## src/rtl/bot_mission_seq.sv

```systemverilog
// bot_mission_seq: queued fault-repair mission sequencer driving the path-planning CPU
module bot_mission_seq #(
   parameter int UNIT_W = 2,
   parameter int EP_W = 5,
   parameter int QDEPTH = 4,
   parameter int PULSE_LEN = 3,
   parameter logic [(2**UNIT_W)*EP_W-1:0] EP_TABLE = 20'h9CD1D
) (
   input  logic                      clk,
   input  logic                      rst_n,
   input  logic                      fault_valid,
   input  logic [UNIT_W-1:0]         fault_unit,
   output logic                      fault_ready,
   input  logic                      pick_valid,
   input  logic [UNIT_W-1:0]         pick_unit,
   input  logic                      nav_done,
   output logic                      cpu_en,
   output logic [EP_W-1:0]           ep,
   output logic                      i_fault,
   output logic                      mission_done,
   output logic [$clog2(QDEPTH):0]   q_count,
   output logic                      overflow,
   output logic [2:0]                state
);
   localparam int PW = $clog2(QDEPTH);
   localparam int CW = $clog2(PULSE_LEN + 1);
   localparam logic [PW:0] QMAX = (PW + 1)'(QDEPTH);
   typedef enum logic [2:0] {IDLE, GO_FAULT, PICK_WAIT, GO_SUPPLY, GO_DROP} st_t;
   st_t st;
   logic [UNIT_W-1:0] mem [QDEPTH];
   logic [PW-1:0] rd_ptr, wr_ptr;
   logic [CW-1:0] cnt;
   logic [UNIT_W-1:0] head, idx;
   logic [EP_W-1:0] lut;
   logic nav_ok, pop, push, issue;
   assign head = mem[rd_ptr];
   assign fault_ready = q_count < QMAX;
   assign nav_ok = nav_done && !cpu_en;
   assign pop = st == GO_DROP && nav_ok;
   assign push = fault_valid && (fault_ready || pop);
   assign issue = (st == IDLE && q_count != '0) || (st == PICK_WAIT && pick_valid) || (st == GO_SUPPLY && nav_ok);
   assign idx = st == PICK_WAIT ? pick_unit : head;
   assign state = st;
   // Endpoint lookup for the unit named by the command being issued
   always_comb begin
      lut = '0;
      for (int k = 0; k < 2**UNIT_W; k++)
         lut = idx == UNIT_W'(k) ? EP_TABLE[k*EP_W +: EP_W] : lut;
   end
   // Fault storage; entries need no reset because the pointers define validity
   always_ff @(posedge clk)
      if (push) mem[wr_ptr] <= fault_unit;
   // FIFO pointers, occupancy and sticky drop flag
   always_ff @(posedge clk or negedge rst_n)
      if (!rst_n) begin
         rd_ptr <= '0;
         wr_ptr <= '0;
         q_count <= '0;
         overflow <= 1'b0;
      end else begin
         if (push) wr_ptr <= wr_ptr + 1'b1;
         if (pop) rd_ptr <= rd_ptr + 1'b1;
         q_count <= push && !pop ? q_count + 1'b1 : pop && !push ? q_count - 1'b1 : q_count;
         if (fault_valid && !push) overflow <= 1'b1;
      end
   // Mission phases, CPU command strobe and registered status outputs
   always_ff @(posedge clk or negedge rst_n)
      if (!rst_n) begin
         st <= IDLE;
         cpu_en <= 1'b0;
         ep <= '0;
         cnt <= '0;
         i_fault <= 1'b0;
         mission_done <= 1'b0;
      end else begin
         mission_done <= pop;
         if (issue) begin
            ep <= lut;
            cpu_en <= 1'b1;
            cnt <= CW'(PULSE_LEN - 1);
         end else if (cpu_en) begin
            cpu_en <= cnt != '0;
            cnt <= cnt - 1'b1;
         end
         case (st)
            IDLE:      if (issue) begin i_fault <= 1'b1; st <= GO_FAULT; end
            GO_FAULT:  if (nav_ok) begin i_fault <= 1'b0; st <= PICK_WAIT; end
            PICK_WAIT: if (issue) st <= GO_SUPPLY;
            GO_SUPPLY: if (issue) begin i_fault <= 1'b1; st <= GO_DROP; end
            GO_DROP:   if (nav_ok) begin i_fault <= 1'b0; st <= IDLE; end
            default: begin
               st <= IDLE;
               cpu_en <= 1'b0;
               ep <= '0;
               cnt <= '0;
               i_fault <= 1'b0;
               mission_done <= 1'b0;
            end
         endcase
      end
endmodule

```

## config.mk

```make
export PLATFORM = sky130hd
export DESIGN_NAME = bot_mission_seq
export DESIGN_NICKNAME = d
export VERILOG_FILES = /design/src/rtl/bot_mission_seq.sv
export SDC_FILE = /design/constraint.sdc
export NUM_CORES = 1
export LEC_CHECK = 0
export CORE_AREA = 2 2 62 64
export DETAILED_ROUTE_END_ITERATION = 12
export DIE_AREA = 0 0 64 66
export PLACE_DENSITY = 0.62
export SLEW_MARGIN = 10
export SYNTH_ARGS = -nofsm -noshare
export SYNTH_HDL_FRONTEND = slang
export SYNTH_SLANG_ARGS = --single-unit
```

## constraint.sdc

```tcl
create_clock -name clk -period 2.1 [get_ports clk]
set_input_delay 0.21 -clock clk [delete_from_list [all_inputs] [get_ports clk]]
set_output_delay 0.21 -clock clk [all_outputs]
set_load 0.02 [all_outputs]
```

# Yosys cells after proc, flatten, opt, wreduce, memory -nomap -nowiden
# Memories as Yosys holds them, arrays and structs flattened.
# Index checks and enable logic that the tools add are counted.
[op_classes]
add_sub_neg = 5
mul = 0
n_div = 0
n_lt_le_gt_ge = 1
eq_ne = 16
n_shift = 0
muxes = 27
bitwise_logic = 1
n_reduce_logical = 25
[ops]
columns = ["op", "count"]
rows = [
  ["5-bit 2-to-1 mux", 6],
  ["3-bit 2-to-1 mux", 7],
  ["3-bit one-hot mux with 5 select lines", 1],
  ["2-bit inequality test (second input constant)", 5],
  ["1-bit logical AND", 9],
  ["1-bit 2-to-1 mux", 8],
  ["2-bit 2-to-1 mux", 4],
  ["3-bit by 2-bit equality test with 1-bit output (second input constant)", 2],
  ["2-bit by 1-bit inequality test with 1-bit output (second input constant)", 3],
  ["5-bit AND reduction", 1],
  ["5-bit OR reduction", 1],
  ["2-bit by 1-bit adder with 2-bit output (second input constant)", 2],
  ["2-bit equality test (second input constant)", 2],
  ["2-bit nonzero test", 2],
  ["2-bit OR reduction", 2],
  ["3-bit by 1-bit adder with 3-bit output (second input constant)", 1],
  ["3-bit by 1-bit equality test with 1-bit output (second input constant)", 1],
  ["3-bit equality test (second input constant)", 1],
  ["1-bit logical NOT", 3],
  ["3-bit logical NOT", 1],
  ["1-bit logical OR", 3],
  ["3-bit less-than comparator (second input constant)", 1],
  ["3-bit by 1-bit inequality test with 1-bit output (second input constant)", 1],
  ["1-bit one-hot mux with 3 select lines", 1],
  ["7 further kinds", 7],
]
[word_totals]
register_bits = 21
latchBits = 0
mem_bits_rw = 8
rom_bits = 0
inputBits = 9
memories = 1
[mem_list]
columns = ["memory", "depth", "width", "rd", "rd_ports_with_merged_regs", "write_ports", "line_no", "rtl"]
rows = [
  ["mem", 4, 2, 1, 0, 1, "30", "logic [UNIT_W-1:0] mem [QDEPTH];"],
]

# Longest topological paths before layout
# Gate-level depths: netlist of the first run.
[logic_depth]
ltp_word = 9
ltp_mapped = 11
mapped_depth_nobuf = 10

# Least setup slack after synthesis of the first run
# No wires, ideal clock.
[synth_timing]
path_kind = "register to register"
start = "register st[1] (netlist: state[1])"
end = "register q_count[2]"
setup_ps = 80
arrival_ps = 2289
setup_slack_ps = -269
stages_incl_launch_ff = 12
path_cell_list = "dfrtp_1 -> clkbuf_2 -> nor2_1 -> and3_1 -> inv_1 -> a21boi_2 -> ha_1 -> inv_1 -> fa_1 -> xor2_1 -> nor2_1 -> xnor2_1"
[synth_via]
elab_chain_len = 7
[synth_lines]
columns = ["item", "line_no", "rtl"]
rows = [
  ["from (decl)", "29", "st_t st;"],
  ["from (signal assigned)", "69", "st <= IDLE;"],
  ["from (signal assigned)", "86", "IDLE: if (issue) begin i_fault <= 1'b1; st <= GO_FAULT; end"],
  ["from (signal assigned)", "87", "GO_FAULT: if (nav_ok) begin i_fault <= 1'b0; st <= PICK_WAIT; end"],
  ["3-bit equality test *", "39", "assign pop = st == GO_DROP && nav_ok;"],
  ["1-bit logical AND *", "39", ""],
  ["1-bit logical OR *", "40", "assign push = fault_valid && (fault_ready || pop);"],
  ["1-bit logical AND *", "40", ""],
  ["via push", "35", "logic nav_ok, pop, push, issue;"],
  ["1-bit logical NOT", "63", "q_count <= push && !pop ? q_count + 1'b1 : pop && !push ? q_count - 1'b1 : q_count;"],
  ["1-bit logical AND", "63", ""],
  ["2-bit nonzero test (no line)", "--", ""],
  ["to (signal assigned)", "63", ""],
  ["to (decl)", "21", "output logic [$clog2(QDEPTH):0] q_count,"],
]
# Mark *: on every way through the listed nets, which the timed path passes. The rest lies on a longest branch.
# A chain may end at the register's enable or synchronous reset.

# Final worst setup path of the first run
[layout_timing]
start = "register cpu_en"
end = "register q_count[2]"
[layout_via]
elab_chain_len = 8
[layout_lines]
columns = ["item", "line_no", "rtl"]
rows = [
  ["from (decl)", "17", "output logic cpu_en,"],
  ["from (signal assigned)", "70", "cpu_en <= 1'b0;"],
  ["from (signal assigned)", "79", "cpu_en <= 1'b1;"],
  ["from (signal assigned)", "82", "cpu_en <= cnt != '0;"],
  ["1-bit logical NOT *", "38", "assign nav_ok = nav_done && !cpu_en;"],
  ["1-bit logical AND *", "38", ""],
  ["1-bit logical AND *", "39", ""],
  ["1-bit logical OR *", "40", ""],
  ["1-bit logical AND *", "40", ""],
  ["via push", "35", ""],
  ["1-bit logical NOT", "63", ""],
  ["1-bit logical AND", "63", ""],
  ["2-bit nonzero test (no line)", "--", ""],
]
# Marked as above.

==> flow_summary.ini, run 1 <==
[outcome]
status = finished, final reports clean

[cells_and_area]
fin_area_um2 = 1820
fill_cells = 294
nNetsFinal = 164
layout_common_cells = clkdlybuf4s50_1 (24), dfrtp_1 (18), buf_4 (12), edfxtp_1 (8)
areaGrowthSynthToFinish_pct = 34.4
drive_gt1_frac = 0.252
n_antenna_cell = 0
fin_util = 0.512
stdcell_count = 195
layout_commonest_cell = clkdlybuf4s50_1

[critical_path]
worstSetupPathType = reg -> reg
startpoint_type = flop
cp-end-kind = flop
crit_chain = nor2b_2, and3_4, inv_4, a21boi_4, ha_4, inv_2, fa_2, xor2_1, nor2_1, xnor2_1
cp.required_ns = 2.35
critical-path-max-stage-delay_ns = 0.43
cp_max_fo = 3
critPathSlowestCell = dfrtp_2
cp.arrival_ns = 2.24

[synth]
synth_mux_area_frac = 0.0685
synth-adder-area-share = 0.0703
yosysSeqAreaShare = 0.548
ys_types = 35
syn_nets = 126
synth_top_family_by_area = simple AND/OR/NAND/NOR gates
synth_area_um2 = 1350
synthSimpleGateAreaFrac = 0.133
netlist_instances = 110
yosysWarnings = 0
syn_avg_cell_area_um2 = 12.3
synth_compound_area_frac = 0.0916
ys_ff_latch = 28
synth_xor_area_frac = 0.0518

[die]
dieWidth_um = 64
rows = 22
ios = 25
coreArea_um2 = 3550
die_area_um2 = 4220
die_y_um = 66
start_util = 0.381

[hold_path]
min_path_type = in -> async

[grt]
grt_overflow = 0
grt_max_degree = 21
busiest_layer = met2
grt_antenna_before_repair = 0
grt_pass1_vias = 1043
grtUsageMet1 = 0.178
use_met3 = 0.0273
grt_usage = 0.139
grt_pass1_wl_mm = 4.64
gr-usage-met2 = 0.234

[power]
peakVddDrop_uv = 722
leakagePower_uw = 0.000746
intPower_uw = 1600
powerDensity_nw_per_um2 = 1390
swShare = 0.366
pwr-share-comb = 0.507
switchingPower_uw = 924
clkPwrFrac = 0.138
pwr-share-seq = 0.355

[clock_network]
clkLatencyLatePin_ns = 0.33
holdBufCountCts = 0
clock-sinks = 28
cts.clk_slew.worst_paths_ns = 0.15
cts_buffer_depth = 2
cts_resized = 0
cts_made_buffers = 3
post_cts_buffers = 0
cts_tree = done
cts_max_level = 1
clock-root-buffer = clkbuf_4

[routing]
drt_wl_total_mm = 2.55
drt_iter0_markers = 60
avgRoutedWirePerCell_um = 13.1
vias = 919
viasPerCell = 4.71
ant_nets = 0
drc = 0
drt_first_pass_iters = 4

[placed_design]
dp.cells = 191
place_congestion = 0.822
hpwl_mm = 1.94
io_buffer_count = 24
placedInstanceArea_um2 = 1760

[sta]
fmax_mhz = 503
timing.hold.ws_ns = 0.208
hold_viol = 0
finalCritPeriodShare = 0.947
worst_pin_slew_ns = 0.548
setup-violations-final = 0
tns_ns = 0
grt_setup_unrepaired = no
min_period_ns = 1.99
slew_headroom = 0.631
finalClockSkew_ns = 0.00837
final_max_slew_viol_count = 0

[flow_run]
cap_viol_max_count = 0
==> state kept, by name, indices dropped and copies added, names as in the netlist <==
name / count
mem: 8
ep: 4
q_count: 3
state: 3
cnt: 2
rd_ptr: 2
wr_ptr: 2
cpu_en: 1
i_fault: 1
mission_done: 1
overflow: 1
==> per-stage QoR <==
stage	power (uW)	setup slack, ns
2_1_floorplan	1710	-0.0616
3_3_place_gp	2160	-0.165
3_5_place_dp	2190	-0.210
4_1_cts	2550	0.0798
5_1_grt	2720	0.00503
6_report	2530	0.111
==> cell families after synthesis <==
| logic type | Yosys count |
|---|---|
| buffers and inverters | 11 |
| and+or+nand+nor | 32 |
| muxes | 6 |
| xor gates and xnor gates | 8 |
| adders and majority gates | 7 |
| AOI/OAI and AO/OA | 18 |
| DFF | 28 |
==> layout make-up <==
class | count | area, um2 | area share
Clock buffer | 3 | 22.5 | 0.0124
Inverter | 8 | 32.5 | 0.0179
Sequential cell | 28 | 743 | 0.409
Tap cell | 48 | 60.1 | 0.0330
Timing Repair Buffer | 36 | 330 | 0.182
Clock inverter | 1 | 30.0 | 0.0165
Multi-Input combinational cell | 71 | 599 | 0.330
==> power groups by stage <==
| stage | Clock, uW | Combinational [uW] | Sequential, uW |
|---|---|---|---|
| after floorplan | 0 | 676 | 1030 |
| after detailed placement | 0 | 1280 | 913 |
| final | 349 | 1280 | 896 |
| after global placement | 0 | 1250 | 905 |
| after CTS | 361 | 1290 | 900 |
| after global routing | 380 | 1410 | 928 |
==> synth_stat cells <==
| library cell | n | area (um2) |
|---|---|---|
| nand3b_1 | 3 | 22.5 |
| nor2_2 | 1 | 6.26 |
| or2_2 | 1 | 6.26 |
| nor2_1 | 7 | 26.3 |
| mux4_1 | 1 | 26.3 |
| nand2_1 | 5 | 18.8 |
| edfxtp_1 | 8 | 240 |
| o21ai_0 | 6 | 30.0 |
| clkbuf_2 | 1 | 5.00 |
| o21bai_1 | 1 | 7.51 |
| and2_1 | 5 | 31.3 |
| inv_1 | 8 | 30.0 |
| nor3_1 | 1 | 5.00 |
| nor2b_1 | 2 | 12.5 |
| xor2_1 | 2 | 17.5 |
| a311o_1 | 2 | 20.0 |
| mux2i_1 | 1 | 10.0 |
| nor3b_1 | 1 | 7.51 |
| fa_1 | 1 | 20.0 |
| buf_4 | 2 | 15.0 |
| o21a_1 | 1 | 7.51 |
| or3_2 | 1 | 7.51 |
| ha_1 | 6 | 75.1 |
| a31oi_1 | 1 | 6.26 |
| nor4_1 | 2 | 12.5 |
| a2bb2oi_1 | 1 | 8.76 |
| and3_1 | 1 | 6.26 |
| a21oi_1 | 3 | 15.0 |
| dfrtp_1 | 20 | 500 |
| mux2_2 | 3 | 33.8 |
| a21boi_2 | 1 | 11.3 |
| or2b_2 | 2 | 17.5 |
| xnor2_1 | 6 | 52.6 |
| a31o_2 | 2 | 17.5 |
| mux4_2 | 1 | 22.5 |
==> worst max-delay path: cells and delay by family (launching register included) <==
| family | cells | cell delay [ns] |
|---|---|---|
| adder cells (fa/ha/maj) | 2 | 0.48 |
| flip-flops | 1 | 0.43 |
| XOR/XNOR | 2 | 0.29 |
| buffers and inverters | 2 | 0.08 |
| AO/OA/AOI/OAI | 1 | 0.15 |
| AND/OR/NAND/NOR | 3 | 0.48 |
==> path summary, 6_finish.rpt <==
kind / startpoint / endpoint / slack (ns) / depth (start not counted)
setup / recovery: cpu_en / q_count[2] / 0.11 / 10
hold / removal: rst_n / ep[0] / 0.21 / 2
setup reg to reg: cpu_en / q_count[2] / 0.11 / 10
hold reg to reg: overflow / overflow / 0.50 / 1
max in group asynchronous: rst_n / state[1] / 1.66 / 2
min in group clk: overflow / overflow / 0.50 / 1
==> per-layer routing <==
metal | part of all wire | vias to the layer above | wire length, um
li1 | - | 456 | -
met1 | 0.46 | 432 | 1170
met2 | 0.48 | 27 | 1220
met3 | 0.053 | 4 | 134
met4 | 0.0098 | 0 | 25
met5 | 0 | - | 0
No activity file was read; power rests on OpenSTA's default activity.
==> run 2: changes to the inputs <==
--- a/config.mk
+++ b/config.mk
@@ -8,6 +8,7 @@
 export CORE_AREA = 2 2 62 64
 export DETAILED_ROUTE_END_ITERATION = 12
 export DIE_AREA = 0 0 64 66
+export MAX_ROUTING_LAYER = met4
 export PLACE_DENSITY = 0.62
 export SLEW_MARGIN = 10
 export SYNTH_ARGS = -nofsm -noshare
==> run 2 against run 1 <==
  * Sequential share of layout area unchanged
  * Combinational power barely moved
  * Critical path depth unchanged
  * Maximum frequency hardly changed
  * Worst hold slack about the same
  * Via count shrank 0.11%
  * Setup slack about the same
  * Critical endpoint unchanged
  * Highest routed layer unchanged
==> flow_summary.ini, run 2 (synthesis gave the netlist of run 1 again) <==
[outcome]
status = finished, final reports clean

[die]
die_area_um2 = 4220
coreArea_um2 = 3550
start_util = 0.381
die_y_um = 66
rows = 22
ios = 25
dieWidth_um = 64

[placed_design]
io_buffer_count = 24
dp.cells = 191
dp_slack_ns = -0.210
place_congestion = 0.834
hpwl_mm = 1.94

[cells_and_area]
reg_top3 = mem (8), ep (4)
n_antenna_cell = 0
layout_common_cells = clkdlybuf4s50_1 (24), dfrtp_1 (18), buf_4 (12), edfxtp_1 (8)
nNetsFinal = 164
stdcell_count = 195
fin_util = 0.512
drive_gt1_frac = 0.252
top_register = mem
layout_commonest_cell = clkdlybuf4s50_1
areaGrowthSynthToFinish_pct = 34.4
largest_register_ffs = 8

[grt]
grt_antenna_before_repair = 0
grt_max_degree = 21
grt_overflow = 0
grt_usage = 0.143
grt_pass1_vias = 1038
grt_pass1_wl_mm = 4.66

[sta]
final_max_slew_viol_count = 0
min_period_ns = 1.99
hold_viol = 0
finalClockSkew_ns = 0.00845
fmax_mhz = 503
worst_slack_ns = 0.111
finalCritPeriodShare = 0.947
grt_setup_unrepaired = no
timing.hold.ws_ns = 0.209
setup-violations-final = 0
slew_headroom = 0.631
worst_pin_slew_ns = 0.548

[clock_network]
cts.clk_slew.worst_paths_ns = 0.15
cts_tree = done
clock-sinks = 28
cts_made_buffers = 3
clock-root-buffer = clkbuf_4
cts_buffer_depth = 2
clkLatencyLatePin_ns = 0.33
post_cts_buffers = 0
cts_max_level = 1

[critical_path]
reg2reg_from = cpu_en
critical-path-max-stage-delay_ns = 0.43
critical_path_depth = 10
worstSetupPathType = reg -> reg
cp-startpoint = cpu_en
crit_chain = nor2b_2, and3_4, inv_4, a21boi_4, ha_4, inv_2, fa_2, xor2_1, nor2_1, xnor2_1
startpoint_type = flop
ff2ff_path_depth = 10
cp_max_fo = 3
cp_num_buf_inv = 2
crit_family = simple AND/OR/NAND/NOR gates
cp.arrival_ns = 2.24
cp-end-kind = flop
critPathSlowestCell = dfrtp_2
cp.required_ns = 2.35

[routing]
avgRoutedWirePerCell_um = 13.1
ant_nets = 0
drc = 0
drt_first_pass_iters = 4
vias = 918
viasPerCell = 4.71
drt_wl_total_mm = 2.55
drt_iter0_markers = 48

[power]
powerDensity_nw_per_um2 = 1390
peakVddDrop_uv = 721
leakagePower_uw = 0.000746

[flow_run]
cap_viol_max_count = 0

[hold_path]
min_path_type = in -> async
run 2: layout make-up:
class	count	area [um2]
fillers	294	1730
flip-flops and latches	28	743
multi-input cells	71	599
repair buffers	36	330
well taps	48	60.1
inverters	8	32.5
clock inverters	1	30.0
clock buffers	3	22.5
run 2: repair_timing:
action	CTS	global route
gates resized for setup	0	1
hold buffers	0	0
setup endpoints to repair	0	1
run 2: per-stage QoR:
stage | instance area, um2 | TNS, ns | total power, uW
6_report | 1820 | 0 | 2530
5_1_grt | 1820 | 0 | 2720
4_1_cts | 1810 | 0 | 2550
3_5_place_dp | 1760 | -0.375 | 2190
3_3_place_gp | 1760 | -0.297 | 2160
2_1_floorplan | 1390 | -0.0959 | 1710
run 2: final timing paths:
check,end,slack [ns]
min in group clk,overflow,0.50
setup / recovery,q_count[2],0.11
max in group asynchronous,state[1],1.66
hold / removal,ep[0],0.21
setup reg to reg,q_count[2],0.11
hold reg to reg,overflow,0.50
run 2: report_power, final:
group | total (uW) | leakage (uW) | switching [uW] | internal [uW]
Clock | 349 | 0.0000279 | 156 | 193
Sequential | 896 | 0.000310 | 148 | 748
Combinational | 1280 | 0.000409 | 620 | 660
run 2: layer usage:
metal	vias up	share of wire	global-route usage
li1	456	-	-
met1	433	0.46	0.180
met2	25	0.48	0.234
met3	4	0.049	0.0256
met4	0	0.0098	0.0462
met5	-	0	-
